File: config.mk
export PLATFORM = sky130hd
export DESIGN_NAME = wf_multi_debounce_flat
export DESIGN_NICKNAME = d
export VERILOG_FILES = /design/src/rtl/wf_debounce_pkg.sv /design/src/rtl/wf_multi_debounce_if.sv /design/src/rtl/wf_debounce_ch.sv /design/src/rtl/wf_multi_debounce.sv /design/src/flat_wrapper.sv
export SDC_FILE = /design/constraint.sdc
export NUM_CORES = 1
export LEC_CHECK = 0
export BUFFER_PORTS_ARGS = -buffer_cell sky130_fd_sc_hd__buf_2
export CAP_MARGIN = 20
export CELL_PAD_IN_SITES_DETAIL_PLACEMENT = 0
export CELL_PAD_IN_SITES_GLOBAL_PLACEMENT = 1
export CORE_MARGIN = 4
export CORE_UTILIZATION = 50
export CTS_CLUSTER_DIAMETER = 80
export CTS_CLUSTER_SIZE = 30
export DETAILED_ROUTE_END_ITERATION = 12
export PLACE_DENSITY_LB_ADDON = 0.12
export REMOVE_ABC_BUFFERS = 1
export SLEW_MARGIN = 20
export SYNTH_ARGS = -nofsm -noshare
export SYNTH_HDL_FRONTEND = slang
export SYNTH_SLANG_ARGS = --single-unit
File: constraint.sdc
create_clock -name clk -period 5.7 [get_ports clk]
set_clock_uncertainty 0.2 [all_clocks]
set_input_delay 1.14 -clock clk [delete_from_list [all_inputs] [get_ports clk]]
set_output_delay 1.14 -clock clk [all_outputs]
set_load 0.02 [all_outputs]
File: src/rtl/wf_debounce_pkg.sv
// ---------------------------------------------------------------------------
// wf_debounce_pkg
//   Shared types and widths for the multi-channel switch debouncer.
//   - ch_state_e : per-channel press FSM state (IDLE, PRESS, HELD)
//   - STABLE_W   : width of the per-channel stable-sample counter
//   - HOLD_W     : width of the per-channel hold (tick) counter
// ---------------------------------------------------------------------------
package wf_debounce_pkg;

  localparam int STABLE_W = 4;
  localparam int HOLD_W   = 10;

  typedef enum logic [1:0] {
    IDLE  = 2'd0,
    PRESS = 2'd1,
    HELD  = 2'd2
  } ch_state_e;

endpackage : wf_debounce_pkg

File: src/rtl/wf_multi_debounce_if.sv
// ---------------------------------------------------------------------------
// wf_multi_debounce_if
//   Bundles the switch-side inputs and the user-side event outputs of the
//   debouncer.
//   master : drives sample_en / sw_in, observes the event outputs
//   slave  : the debouncer itself
//   Signals:
//     sample_en    sample strobe from the shared timer
//     sw_in        raw asynchronous switch pins, one per channel
//     sw_level     debounced level, 1 = pressed
//     sw_pushed    one-cycle pulse on released->pressed
//     sw_released  one-cycle pulse on pressed->released
//     sw_long      one-cycle pulse after LONG_TICKS held samples
//     sw_repeat    one-cycle pulse every REPEAT_TICKS samples after sw_long
//     sw_any       registered OR of sw_level
// ---------------------------------------------------------------------------
interface wf_multi_debounce_if #(
  parameter int NUM_CH = 4
);

  logic              sample_en;
  logic [NUM_CH-1:0] sw_in;
  logic [NUM_CH-1:0] sw_level;
  logic [NUM_CH-1:0] sw_pushed;
  logic [NUM_CH-1:0] sw_released;
  logic [NUM_CH-1:0] sw_long;
  logic [NUM_CH-1:0] sw_repeat;
  logic              sw_any;

  modport master (
    output sample_en, sw_in,
    input  sw_level, sw_pushed, sw_released, sw_long, sw_repeat, sw_any
  );

  modport slave (
    input  sample_en, sw_in,
    output sw_level, sw_pushed, sw_released, sw_long, sw_repeat, sw_any
  );

endinterface : wf_multi_debounce_if

File: src/rtl/wf_debounce_ch.sv
// ---------------------------------------------------------------------------
// wf_debounce_ch
//   One switch channel: 2-FF synchronizer, polarity normalisation, stable
//   sample counter, press FSM with hold counter, registered event pulses.
//   Ports:
//     clk, rst     system clock, synchronous active-high reset
//     sample_en_i  sample strobe
//     sw_i         raw asynchronous pin
//     level_o      debounced level (1 = pressed)
//     pushed_o     pulse in the first cycle level_o shows 1
//     released_o   pulse in the first cycle level_o shows 0
//     long_o       pulse when held for LONG_TICKS samples
//     repeat_o     pulse every REPEAT_TICKS samples after long_o
// ---------------------------------------------------------------------------
module wf_debounce_ch #(
  parameter int STABLE_SAMPLES = 3,
  parameter int ACTIVE_LOW     = 1,
  parameter int LONG_TICKS     = 100,
  parameter int REPEAT_TICKS   = 20
) (
  input  logic clk,
  input  logic rst,
  input  logic sample_en_i,
  input  logic sw_i,
  output logic level_o,
  output logic pushed_o,
  output logic released_o,
  output logic long_o,
  output logic repeat_o
);

  import wf_debounce_pkg::*;

  // Pin value when the switch is not pressed; also the XOR that maps the
  // synchronized pin to "1 = pressed".
  localparam logic PIN_IDLE = (ACTIVE_LOW != 0);

  // Counters compare against "last value before the target" so the event
  // fires on the same sample that would make the count reach the target.
  localparam logic [STABLE_W-1:0] STABLE_LAST = STABLE_W'(STABLE_SAMPLES - 1);
  localparam logic [HOLD_W-1:0]   LONG_LAST   = HOLD_W'(LONG_TICKS - 1);
  localparam logic [HOLD_W-1:0]   REPEAT_LAST = HOLD_W'(REPEAT_TICKS - 1);
  localparam bit                  REPEAT_ON   = (REPEAT_TICKS != 0);

  logic [1:0]          sync_q;
  logic                pressed;
  logic [STABLE_W-1:0] stable_q, stable_d;
  logic                level_q, level_d;
  logic                rise_evt, fall_evt;
  ch_state_e           state_q, state_d;
  logic [HOLD_W-1:0]   hold_q, hold_d, hold_inc;
  logic                pushed_q, released_q, long_q, long_d, repeat_q, repeat_d;

  assign pressed  = sync_q[1] ^ PIN_IDLE;
  assign hold_inc = (hold_q == '1) ? hold_q : hold_q + HOLD_W'(1);

  // Debounce: level flips once STABLE_SAMPLES consecutive samples disagree.
  // NOTE: every always_comb output gets a default first so no path leaves it
  // unassigned; otherwise synthesis infers a latch.
  always_comb begin
    stable_d = stable_q;
    level_d  = level_q;
    rise_evt = 1'b0;
    fall_evt = 1'b0;
    if (sample_en_i) begin
      if (pressed == level_q) begin
        stable_d = '0;
      end else if (stable_q == STABLE_LAST) begin
        stable_d = '0;
        level_d  = ~level_q;
        rise_evt = ~level_q;
        fall_evt = level_q;
      end else begin
        stable_d = stable_q + STABLE_W'(1);
      end
    end
  end

  // Press FSM. A release overrides everything, so a long/repeat that would
  // land on the releasing sample is dropped.
  always_comb begin
    state_d  = state_q;
    hold_d   = hold_q;
    long_d   = 1'b0;
    repeat_d = 1'b0;
    if (fall_evt) begin
      state_d = IDLE;
      hold_d  = '0;
    end else begin
      unique case (state_q)
        IDLE: begin
          if (rise_evt) begin
            state_d = PRESS;
            hold_d  = '0;
          end
        end
        PRESS: begin
          if (sample_en_i) begin
            if (hold_q == LONG_LAST) begin
              long_d  = 1'b1;
              hold_d  = '0;
              state_d = HELD;
            end else begin
              hold_d = hold_inc;
            end
          end
        end
        HELD: begin
          if (sample_en_i) begin
            if (REPEAT_ON && (hold_q == REPEAT_LAST)) begin
              repeat_d = 1'b1;
              hold_d   = '0;
            end else begin
              hold_d = hold_inc;
            end
          end
        end
        default: begin
          state_d = IDLE;
          hold_d  = '0;
        end
      endcase
    end
  end

  // NOTE: state is updated with non-blocking assignments so every register
  // samples the pre-edge values, independent of statement order.
  always_ff @(posedge clk) begin
    if (rst) begin
      sync_q     <= {2{PIN_IDLE}};
      stable_q   <= '0;
      level_q    <= 1'b0;
      state_q    <= IDLE;
      hold_q     <= '0;
      pushed_q   <= 1'b0;
      released_q <= 1'b0;
      long_q     <= 1'b0;
      repeat_q   <= 1'b0;
    end else begin
      sync_q     <= {sync_q[0], sw_i};
      stable_q   <= stable_d;
      level_q    <= level_d;
      state_q    <= state_d;
      hold_q     <= hold_d;
      pushed_q   <= rise_evt;
      released_q <= fall_evt;
      long_q     <= long_d;
      repeat_q   <= repeat_d;
    end
  end

  assign level_o    = level_q;
  assign pushed_o   = pushed_q;
  assign released_o = released_q;
  assign long_o     = long_q;
  assign repeat_o   = repeat_q;

endmodule : wf_debounce_ch

File: src/rtl/wf_multi_debounce.sv
// ---------------------------------------------------------------------------
// wf_multi_debounce
//   N-channel switch debouncer/synchronizer with pushed, released, long-press
//   and auto-repeat events per channel, plus a registered "any pressed" flag.
//   Ports:
//     clk    system clock, all logic on posedge
//     rst    synchronous active-high reset
//     sw_if  wf_multi_debounce_if.slave (sample_en, sw_in in; events out)
// ---------------------------------------------------------------------------
module wf_multi_debounce #(
  parameter int NUM_CH         = 4,
  parameter int STABLE_SAMPLES = 3,
  parameter int ACTIVE_LOW     = 1,
  parameter int LONG_TICKS     = 100,
  parameter int REPEAT_TICKS   = 20
) (
  input  logic                clk,
  input  logic                rst,
  wf_multi_debounce_if.slave  sw_if
);

  logic [NUM_CH-1:0] level_v, pushed_v, released_v, long_v, repeat_v;
  logic              any_q;

  for (genvar g = 0; g < NUM_CH; g++) begin : g_ch
    wf_debounce_ch #(
      .STABLE_SAMPLES (STABLE_SAMPLES),
      .ACTIVE_LOW     (ACTIVE_LOW),
      .LONG_TICKS     (LONG_TICKS),
      .REPEAT_TICKS   (REPEAT_TICKS)
    ) u_ch (
      .clk         (clk),
      .rst         (rst),
      .sample_en_i (sw_if.sample_en),
      .sw_i        (sw_if.sw_in[g]),
      .level_o     (level_v[g]),
      .pushed_o    (pushed_v[g]),
      .released_o  (released_v[g]),
      .long_o      (long_v[g]),
      .repeat_o    (repeat_v[g])
    );
  end

  // Registered so it is glitch-free; lags sw_level by one cycle.
  always_ff @(posedge clk) begin
    if (rst) begin
      any_q <= 1'b0;
    end else begin
      any_q <= |level_v;
    end
  end

  assign sw_if.sw_level    = level_v;
  assign sw_if.sw_pushed   = pushed_v;
  assign sw_if.sw_released = released_v;
  assign sw_if.sw_long     = long_v;
  assign sw_if.sw_repeat   = repeat_v;
  assign sw_if.sw_any      = any_q;

endmodule : wf_multi_debounce

File: src/flat_wrapper.sv
// flat-port wrapper written by rule: the top's interface ports become plain ports
module wf_multi_debounce_flat 
#(
  parameter int NUM_CH         = 4,
  parameter int STABLE_SAMPLES = 3,
  parameter int ACTIVE_LOW     = 1,
  parameter int LONG_TICKS     = 100,
  parameter int REPEAT_TICKS   = 20
)
  (clk, rst, sw_if_sample_en, sw_if_sw_in, sw_if_sw_level, sw_if_sw_pushed, sw_if_sw_released, sw_if_sw_long, sw_if_sw_repeat, sw_if_sw_any);
  wf_multi_debounce_if #(.NUM_CH(NUM_CH)) sw_if_i ();
  input  logic clk;
  input  logic rst;
  input wire logic [$bits(sw_if_i.sample_en)-1:0] sw_if_sample_en;
  input wire logic [$bits(sw_if_i.sw_in)-1:0] sw_if_sw_in;
  output wire logic [$bits(sw_if_i.sw_level)-1:0] sw_if_sw_level;
  output wire logic [$bits(sw_if_i.sw_pushed)-1:0] sw_if_sw_pushed;
  output wire logic [$bits(sw_if_i.sw_released)-1:0] sw_if_sw_released;
  output wire logic [$bits(sw_if_i.sw_long)-1:0] sw_if_sw_long;
  output wire logic [$bits(sw_if_i.sw_repeat)-1:0] sw_if_sw_repeat;
  output wire logic [$bits(sw_if_i.sw_any)-1:0] sw_if_sw_any;
  assign sw_if_i.sample_en = sw_if_sample_en;
  assign sw_if_i.sw_in = sw_if_sw_in;
  assign sw_if_sw_level = sw_if_i.sw_level;
  assign sw_if_sw_pushed = sw_if_i.sw_pushed;
  assign sw_if_sw_released = sw_if_i.sw_released;
  assign sw_if_sw_long = sw_if_i.sw_long;
  assign sw_if_sw_repeat = sw_if_i.sw_repeat;
  assign sw_if_sw_any = sw_if_i.sw_any;
  wf_multi_debounce #(.NUM_CH(NUM_CH), .STABLE_SAMPLES(STABLE_SAMPLES), .ACTIVE_LOW(ACTIVE_LOW), .LONG_TICKS(LONG_TICKS), .REPEAT_TICKS(REPEAT_TICKS)) u_core (.clk(clk), .rst(rst), .sw_if(sw_if_i));
endmodule
# == After elaboration in Yosys (flattened, before gate mapping) ==
# Cells that the tools add are included.
# word_totals
inputBits,7
out_inout_bits,21
word_cells,223
reg_bits,93
# classes
reduce_logical,29
n_mux,84
bitwise,21
add_sub_neg,8
n_eq_ne,44
# ops
op,count
10-bit 2-to-1 mux,24
10-bit case mux with 3 select lines,4
"10-bit by 1-bit adder with 10-bit output, second input constant",4
"10-bit equality test, second input constant",4
"10-bit by 5-bit equality test with 1-bit output, second input constant",4
"10-bit by 7-bit equality test with 1-bit output, second input constant",4
4-bit OR reduction,9
1-bit 2-to-1 mux,32
4-bit 2-to-1 mux,8
"2-bit != test, second input constant",16
2-bit 2-to-1 mux,12
2-bit case mux with 3 select lines,4
3-bit AND reduction,8
1-bit NOT,21
"4-bit by 1-bit adder with 4-bit output, second input constant",4
"4-bit by 2-bit equality test with 1-bit output, second input constant",4
4-bit AND reduction,4
"2-bit by 1-bit equality test with 1-bit output, second input constant",4
"2-bit equality test, second input constant",4
2-bit zero test,4
2-bit OR reduction,4
1-bit equality test,4

# == Longest topological paths before layout ==
# Gate-level depths: netlist of run 1.
# logic_depth
word_depth,6
depth_mapped,9
ltp_nobuf,7

# == By module ==
# Synthesis of run 1 repeated with hierarchy kept, for this count alone.
# unflattened
hier_cells,547
area_unflattened_um2,4804.6
# by_module_without_submodules
mod,instances,area_each_um2,seq_area_each_um2,cells_per_inst
wf_debounce_ch,4,1193.6,460.4,136
wf_multi_debounce,1,30.0,20.0,3

# == Worst setup path after synthesis of run 1 ==
# No wires, ideal clock.
# synth_timing
path_kind,input -> register
start,in sw_if_sample_en
end,reg u_core.g_ch[3].u_ch.hold_q[6]
path_buffers,2
slack_ns,2.994
cell_stages,6
setup_time_ns,0.074
t_arrival_ns,2.432
required_time_ns,5.426
cell_sequence,nor4bb_1 -> buf_2 -> a22oi_1 -> clkbuf_1 -> or4_1 -> a31oi_1
# synth_between
elab_chain_len,3
elab_cells_between_ends,7
cone_classes,eq/ne: 3; mux: 2; reduce/logical: 2
# synth_lines
element,line_no,source
from (decl),flat_wrapper.sv:14,input wire logic [$bits(sw_if_i.sample_en)-1:0] sw_if_sample_en;
1-bit 2-to-1 mux,wf_debounce_ch.sv:65,if (sample_en_i) begin
2-bit != test (no source line),-,
3-bit AND reduction (no source line),-,
to (signal assigned),wf_debounce_ch.sv:144,hold_q <= hold_d;
to (decl),wf_debounce_ch.sv:51,"logic [HOLD_W-1:0] hold_q, hold_d, hold_inc;"
# Several ways; a longest one is shown, not always the timed one.
# A chain may end at the register's enable or synchronous reset.

# == Final worst setup path of run 1 ==
# layout_timing
start,in sw_if_sample_en
end,reg u_core.g_ch[3].u_ch.hold_q[4]
# Same word-level chain as after synthesis.

==> results of run 1 <==
## stage by stage
| stage | std cells | cell area [µm²] | setup slack, ns |
|---|---|---|---|
| 2_1_floorplan | 543 | 4590 | 2.58 |
| 3_3_place_gp | 699 | 4890 | 1.91 |
| 3_5_place_dp | 699 | 4890 | 1.82 |
| 4_1_cts | 715 | 5100 | 2.21 |
| 5_1_grt | 715 | 5100 | 1.94 |
| 6_report | 715 | 5100 | 2.17 |
## worst paths after layout
check                             startpoint                            end  slack (ns)  cells after the start
max                          sw_if_sample_en  u_core.g_ch[3].u_ch.hold_q[4]        2.17                      5
min            u_core.g_ch[3].u_ch.sync_q[0]  u_core.g_ch[3].u_ch.sync_q[1]        0.22                      1
max reg2reg  u_core.g_ch[3].u_ch.stable_q[0]  u_core.g_ch[3].u_ch.hold_q[4]        2.76                      6
min reg2reg    u_core.g_ch[3].u_ch.sync_q[0]  u_core.g_ch[3].u_ch.sync_q[1]        0.22                      1
## cells in the final DEF (no fill, tap or decap), types with 3 or more instances in the layout
cell / synthesis / routed
a211oi_1: 10 / 10
a21oi_1: 38 / 38
a31oi_1: 12 / 12
and3_1: 7 / 7
and4bb_2: 3 / 3
buf_2: 3 / 27
clkbuf_8: 0 / 10
dfxtp_1: 93 / 93
ha_1: 24 / 24
inv_1: 27 / 27
nand2_1: 38 / 38
nand3_1: 24 / 24
nand4_1: 5 / 5
nor2_1: 76 / 76
nor2b_1: 3 / 3
nor3_1: 26 / 26
nor3b_1: 12 / 12
nor4_1: 11 / 10
nor4b_1: 7 / 7
o21ai_0: 26 / 26
o21bai_1: 5 / 5
o221ai_1: 3 / 3
o31ai_1: 6 / 6
o41ai_1: 3 / 3
or2_2: 11 / 11
or3_1: 6 / 6
or4_1: 7 / 7
xnor2_1: 21 / 21
## Yosys cell counts, types with 2 or more instances
cell type  number
or2_2          11
or4b_2          2
nor4b_1         7
a41oi_1         2
nor2b_1         3
nand4b_1        2
mux2i_1         2
nand2_1        38
o21ai_0        26
inv_1          27
and4bb_2        3
a21oi_1        38
o31a_1          2
buf_2           3
o311ai_0        2
nand2b_1        2
buf_4          20
and3_1          7
o41ai_1         3
a21o_1          2
nor2_1         76
o221ai_1        3
or4_1           7
o31ai_1         6
ha_1           24
o21bai_1        5
dfxtp_1        93
or3_1           6
nor4_1         11
o21ai_1         2
a211oi_1       10
a221o_1         2
nor3b_1        12
nand4_1         5
nor3_1         26
a31oi_1        12
xnor2_1        21
clkbuf_1       14
nand3_1        24
## worst reg2reg max path: cells and delay by family, from the launching register on
family / cells / cell delay (ns)
and+or+nand+nor: 2 / 1.41
AOI/OAI and AO/OA: 2 / 0.69
DFF: 1 / 0.35
buffers and inverters: 1 / 0.07
adders and majority gates: 1 / 0.15
## layout make-up
| class | count | share of cell area [%] |
|---|---|---|
| multi-input cells | 423 | 51.6 |
| flip-flops and latches | 93 | 36.5 |
| well taps | 129 | 3.16 |
| clock buffers | 10 | 2.70 |
| repair buffers | 27 | 2.65 |
| inverters | 27 | 1.99 |
| clock inverters | 6 | 1.40 |
## kinds of logic (layout without fill, tap and decap cells)
kind of cell	after synthesis	in the layout	share of synthesized area, %
and+or+nand+nor	251	251	27.6
xor gates and xnor gates	21	21	3.82
AOI/OAI and AO/OA	125	125	16.6
adders and majority gates	24	24	6.24
muxes	2	2	0.416
buffers and inverters	64	70	6.63
DFF	93	93	38.7
## state kept, by name (all words and copies together), names as in the netlist
register and cells:
u_core.g_ch.u_ch.hold_q 40, u_core.g_ch.u_ch.sync_q 8, u_core.g_ch.u_ch.state_q 8, u_core.g_ch.u_ch.long_o 4
u_core.g_ch.u_ch.level_o 4, u_core.g_ch.u_ch.stable_q 16, u_core.sw_if.sw_any 1, u_core.g_ch.u_ch.repeat_o 4
u_core.g_ch.u_ch.pushed_o 4, u_core.g_ch.u_ch.released_o 4
## routing by layer
layer  GRT usage [%]  vias to the layer above  wire length (µm)
met5               0                        -                 0
met4            5.37                        0               128
met3            2.61                       12               259
met2            27.6                       56              4170
met1            23.9                     1819              4980
li1                -                     2072                 -
## power groups by stage
stage          Combinational [W]  Clock (W)  Sequential (W)
2_1_floorplan          0.0000462          0        0.000675
3_3_place_gp           0.0000667          0        0.000676
3_5_place_dp           0.0000680          0        0.000676
4_1_cts                0.0000684   0.000473        0.000661
5_1_grt                0.0000773   0.000500        0.000662
6_report               0.0000680   0.000462        0.000661
==> impl_metrics.ini, run 1 <==
[die]
dieArea_um2 = 11300
die_h_um = 106
ioPinCount = 28
die_w_um = 106
core_area_um2 = 9280
num_rows = 35
start_util_pct = 51.8

[route]
first_pass_iters = 4
drt-initial-drc-count = 146
wl_per_cell_um = 13.3
vias = 3959
ant_nets = 0
vias_per_cell = 5.54
routed_wl_mm = 9.53
remaining_drc_errors = 0

[worst_setup_path]
cp-end-kind = flop
slowest_stage = nor4bb_1
arrival_ns = 3.62
crit_family = simple AND/OR/NAND/NOR gates
crit_fanout = 26
critPathBufInv = 1
worstSetupStartpointType = input pin
critPathKind = input pin to flop
cp_cell_sequence = buf_2 -> nor4bb_1 -> a22oi_1 -> or4_1 -> a31oi_1
worstPathRequired_ns = 5.79
slowest_delay_ns = 0.78

[synthesis]
syn_avg_cell_area_um2 = 8.29
synthesis.area_um2 = 4810
synth_edf_count = 0
synthTopCellsByArea = dfxtp_1 (39%), ha_1 (6.2%), nor2_1 (5.9%)
ys.flop_type = dfxtp_1
synth_top_cell_area_share_pct = 38.7
synthArstFlopShare_pct = 0
synthCells = 580
yosysTopAreaCell = dfxtp_1
ys_warn_count = 0
synth_cell_type_count = 58
seq_area_frac_synth_pct = 38.7
ys_ff_latch = 93

[clock_network]
cts.sinks = 93
htreeDepth = 3
cts-buffers-inserted = 9
postCtsSetupBuffers = 0
clkLatencyLatePin_ns = 0.36
max-clock-path-buffers = 2
cts_resized = 0
path_clk_slew_ns = 0.10
ctsHoldBuffers = 0
root_buffer = clkbuf_8
cts_tree = done

[global_routing]
grt_remaining_overflow = 0
gr-usage-all-layers_pct = 17.2
grt_max_degree = 45
antenna_found_initial = 0
grt_pass1_vias = 3563
grt_pass1_wl_mm = 16.3

[outcome]
status = finished, final reports clean

[placed_design]
gp_congestion = 0.855
dpl.hpwl_mm = 6.61
io_buffer_count = 27

[sta]
min_period_over_period_pct = 61.9
tightest_slew_ns = 1.03
setup_viol = 0
relSlewSlack_pct = 30.2
grt_setup_unrepaired = false
hold_viol = 0
fmax_mhz = 283
holdWs_ns = 0.216
fin_tns_setup_ns = 0
final-max-slew-violation-count = 0
period_minus_slack_ns = 3.53

[pwr]
power_frac_seq_pct = 55.5
powerDensity_nw_per_um2 = 233
netSwitchingFraction_pct = 24.8
power_w = 0.00119
intPower_w = 0.000896
p_leak_nw = 1.76
ir_worst_vdd_mv = 0.159
clkPwrFrac_pct = 38.8
switching_power_w = 0.000295
comb_power_share_pct = 5.7

[cells_and_area]
syn2layout_area_growth_pct = 6.11
diodes = 0
final_core_util_pct = 55.0
multi_input_area_um2 = 2640
fillCellCount = 889
nNetsFinal = 612
seqCellArea_um2 = 1860
layout-drive-gt1-share_pct = 11.3

[worst_hold_path]
hold_class = flop to flop

[run]
max_cap_violations = 0
(Power assumes the default switching activity.)
==> run 2, diff against run 1 <==
- CORE_UTILIZATION: 50 -> 46
- clock period: 5.7 -> 3.7 ns (I/O delays scaled with it)
==> run 2 against run 1 <==
  * Wire length rose by 3.5%
  * Hold slack worse by 0.0056 ns
  * Design area is 0.54% higher
  * Power up 54%
  * Global-route usage grew 0.17 points
  * Non-clock buffer count increased by 3
  * Worst setup slack worse by 1.0 ns
  * Combinational power increased by 57%
  * Die area rose by 8.0%
  * Critical path type unchanged
  * Count of clock-buffer cells in the layout grew 3
  * Register-to-register slack got worse by 1.6 ns
==> impl_metrics.ini, run 2 (synthesized netlist as in run 1, its figures left out) <==
[worst_setup_path]
crit_fanout = 26
worstPathRequired_ns = 3.78
rrSetupSlack_ns = 1.15
worstSetupStartpointType = input pin
arrival_ns = 2.66
rr_startpoint = u_core.g_ch[2].u_ch.stable_q[0]
crit_start = sw_if_sample_en
cp-end-kind = flop
critPathKind = input pin to flop

[placed_design]
dpl.hpwl_mm = 6.92
dpl_worst_slack_ns = 0.744
gp_congestion = 0.844
io_buffer_count = 27
dp.cells = 709

[die]
start_util_pct = 47.0
ioPinCount = 28
dieArea_um2 = 12200
core_area_um2 = 10200
die_w_um = 110
die_h_um = 110
num_rows = 37

[clock_network]
ctsHoldBuffers = 0
root_buffer = clkbuf_8
clkLatencyLatePin_ns = 0.36
cts_resized = 0
cts.sinks = 93
cts_tree = done
max-clock-path-buffers = 2
htreeDepth = 3
cts-buffers-inserted = 9
path_clk_slew_ns = 0.09
postCtsSetupBuffers = 0

[cells_and_area]
final_core_util_pct = 50.2
final_cells = 725
largestRegisters = u_core.g_ch.u_ch.hold_q (40), u_core.g_ch.u_ch.stable_q (16)
multi_input_area_um2 = 2630
layout-drive-gt1-share_pct = 11.4
largest_reg_flops = 40
nNetsFinal = 615
syn2layout_area_growth_pct = 6.69
diodes = 0
seqCellArea_um2 = 1860
fillCellCount = 1015
largest_register = u_core.g_ch.u_ch.hold_q
layout_commonest_cell = dfxtp_1
final_cell_mix = dfxtp_1 (93), nor2_1 (76), a21oi_1 (38), nand2_1 (38)

[global_routing]
grt_max_degree = 27
gr-usage-all-layers_pct = 17.4
grt_pass1_wl_mm = 17.1
grt_remaining_overflow = 0
grt_pass1_vias = 3695
antenna_found_initial = 0

[sta]
fmax_mhz = 388
fin_tns_setup_ns = 0
hold_viol = 0
tightest_slew_ns = 1.04
final-max-slew-violation-count = 0
setup_viol = 0
final.setup.worst_slack_ns = 1.13
grt_setup_unrepaired = false
min_period_over_period_pct = 69.6
period_minus_slack_ns = 2.57
relSlewSlack_pct = 29.8

[route]
ant_nets = 0
drt-initial-drc-count = 185
vias_per_cell = 5.59
vias = 4053
wl_per_cell_um = 13.6
routed_wl_mm = 9.87
first_pass_iters = 5
remaining_drc_errors = 0

[worst_hold_path]
hp-start = u_core.g_ch[0].u_ch.sync_q[0]
hold_class = flop to flop

[pwr]
powerDensity_nw_per_um2 = 358
ir_worst_vdd_mv = 0.229
p_leak_nw = 1.78

[outcome]
status = finished, final reports clean

[run]
max_cap_violations = 0
## run 2: path summary, 6_finish.rpt
| kind | endpoint | cells past startpoint |
|---|---|---|
| max | u_core.g_ch[2].u_ch.hold_q[1] | 5 |
| min | u_core.g_ch[0].u_ch.sync_q[1] | 1 |
| max reg2reg | u_core.g_ch[2].u_ch.hold_q[1] | 6 |
| min reg2reg | u_core.g_ch[0].u_ch.sync_q[1] | 1 |
## run 2: worst max-delay path, cell delays in order
cell      delay [ns]
buf_2           0.25
and4bb_2        0.34
o221ai_1        0.71
o21ai_1         0.40
a21oi_1         0.21
## run 2: area by class of cell
| cell class | count | share of cell area (%) |
|---|---|---|
| inverter | 27 | 1.98 |
| clock inverter | 3 | 0.829 |
| clock buffer | 13 | 3.29 |
| tap | 136 | 3.32 |
| sequential | 93 | 36.3 |
| multi-input combinational | 423 | 51.2 |
| timing repair buffer | 30 | 3.07 |
## run 2: per-layer routing
| layer | global-route usage (%) | wire (µm) | vias to the layer above |
|---|---|---|---|
| met5 | 0 | 0 | - |
| met4 | 4.66 | 76 | 0 |
| met3 | 4.54 | 335 | 8 |
| met2 | 28.6 | 4630 | 57 |
| met1 | 22.7 | 4830 | 1913 |
| li1 | - | - | 2075 |
## run 2: per-stage QoR
| stage | hold slack (ns) | area, µm² | power [W] |
|---|---|---|---|
| after global routing | 0.236 | 5130 | 0.00193 |
| after floorplan | 0.189 | 4590 | 0.00111 |
| after detailed placement | 0.192 | 4920 | 0.00115 |
| after global placement | 0.193 | 4920 | 0.00115 |
| final | 0.210 | 5130 | 0.00184 |
| after CTS | 0.213 | 5130 | 0.00188 |
## run 2: report_power, final
group          switching, W  internal (W)
Sequential       0.00000813       0.00101
Clock              0.000343      0.000367
Combinational     0.0000715     0.0000358
Total              0.000423       0.00141
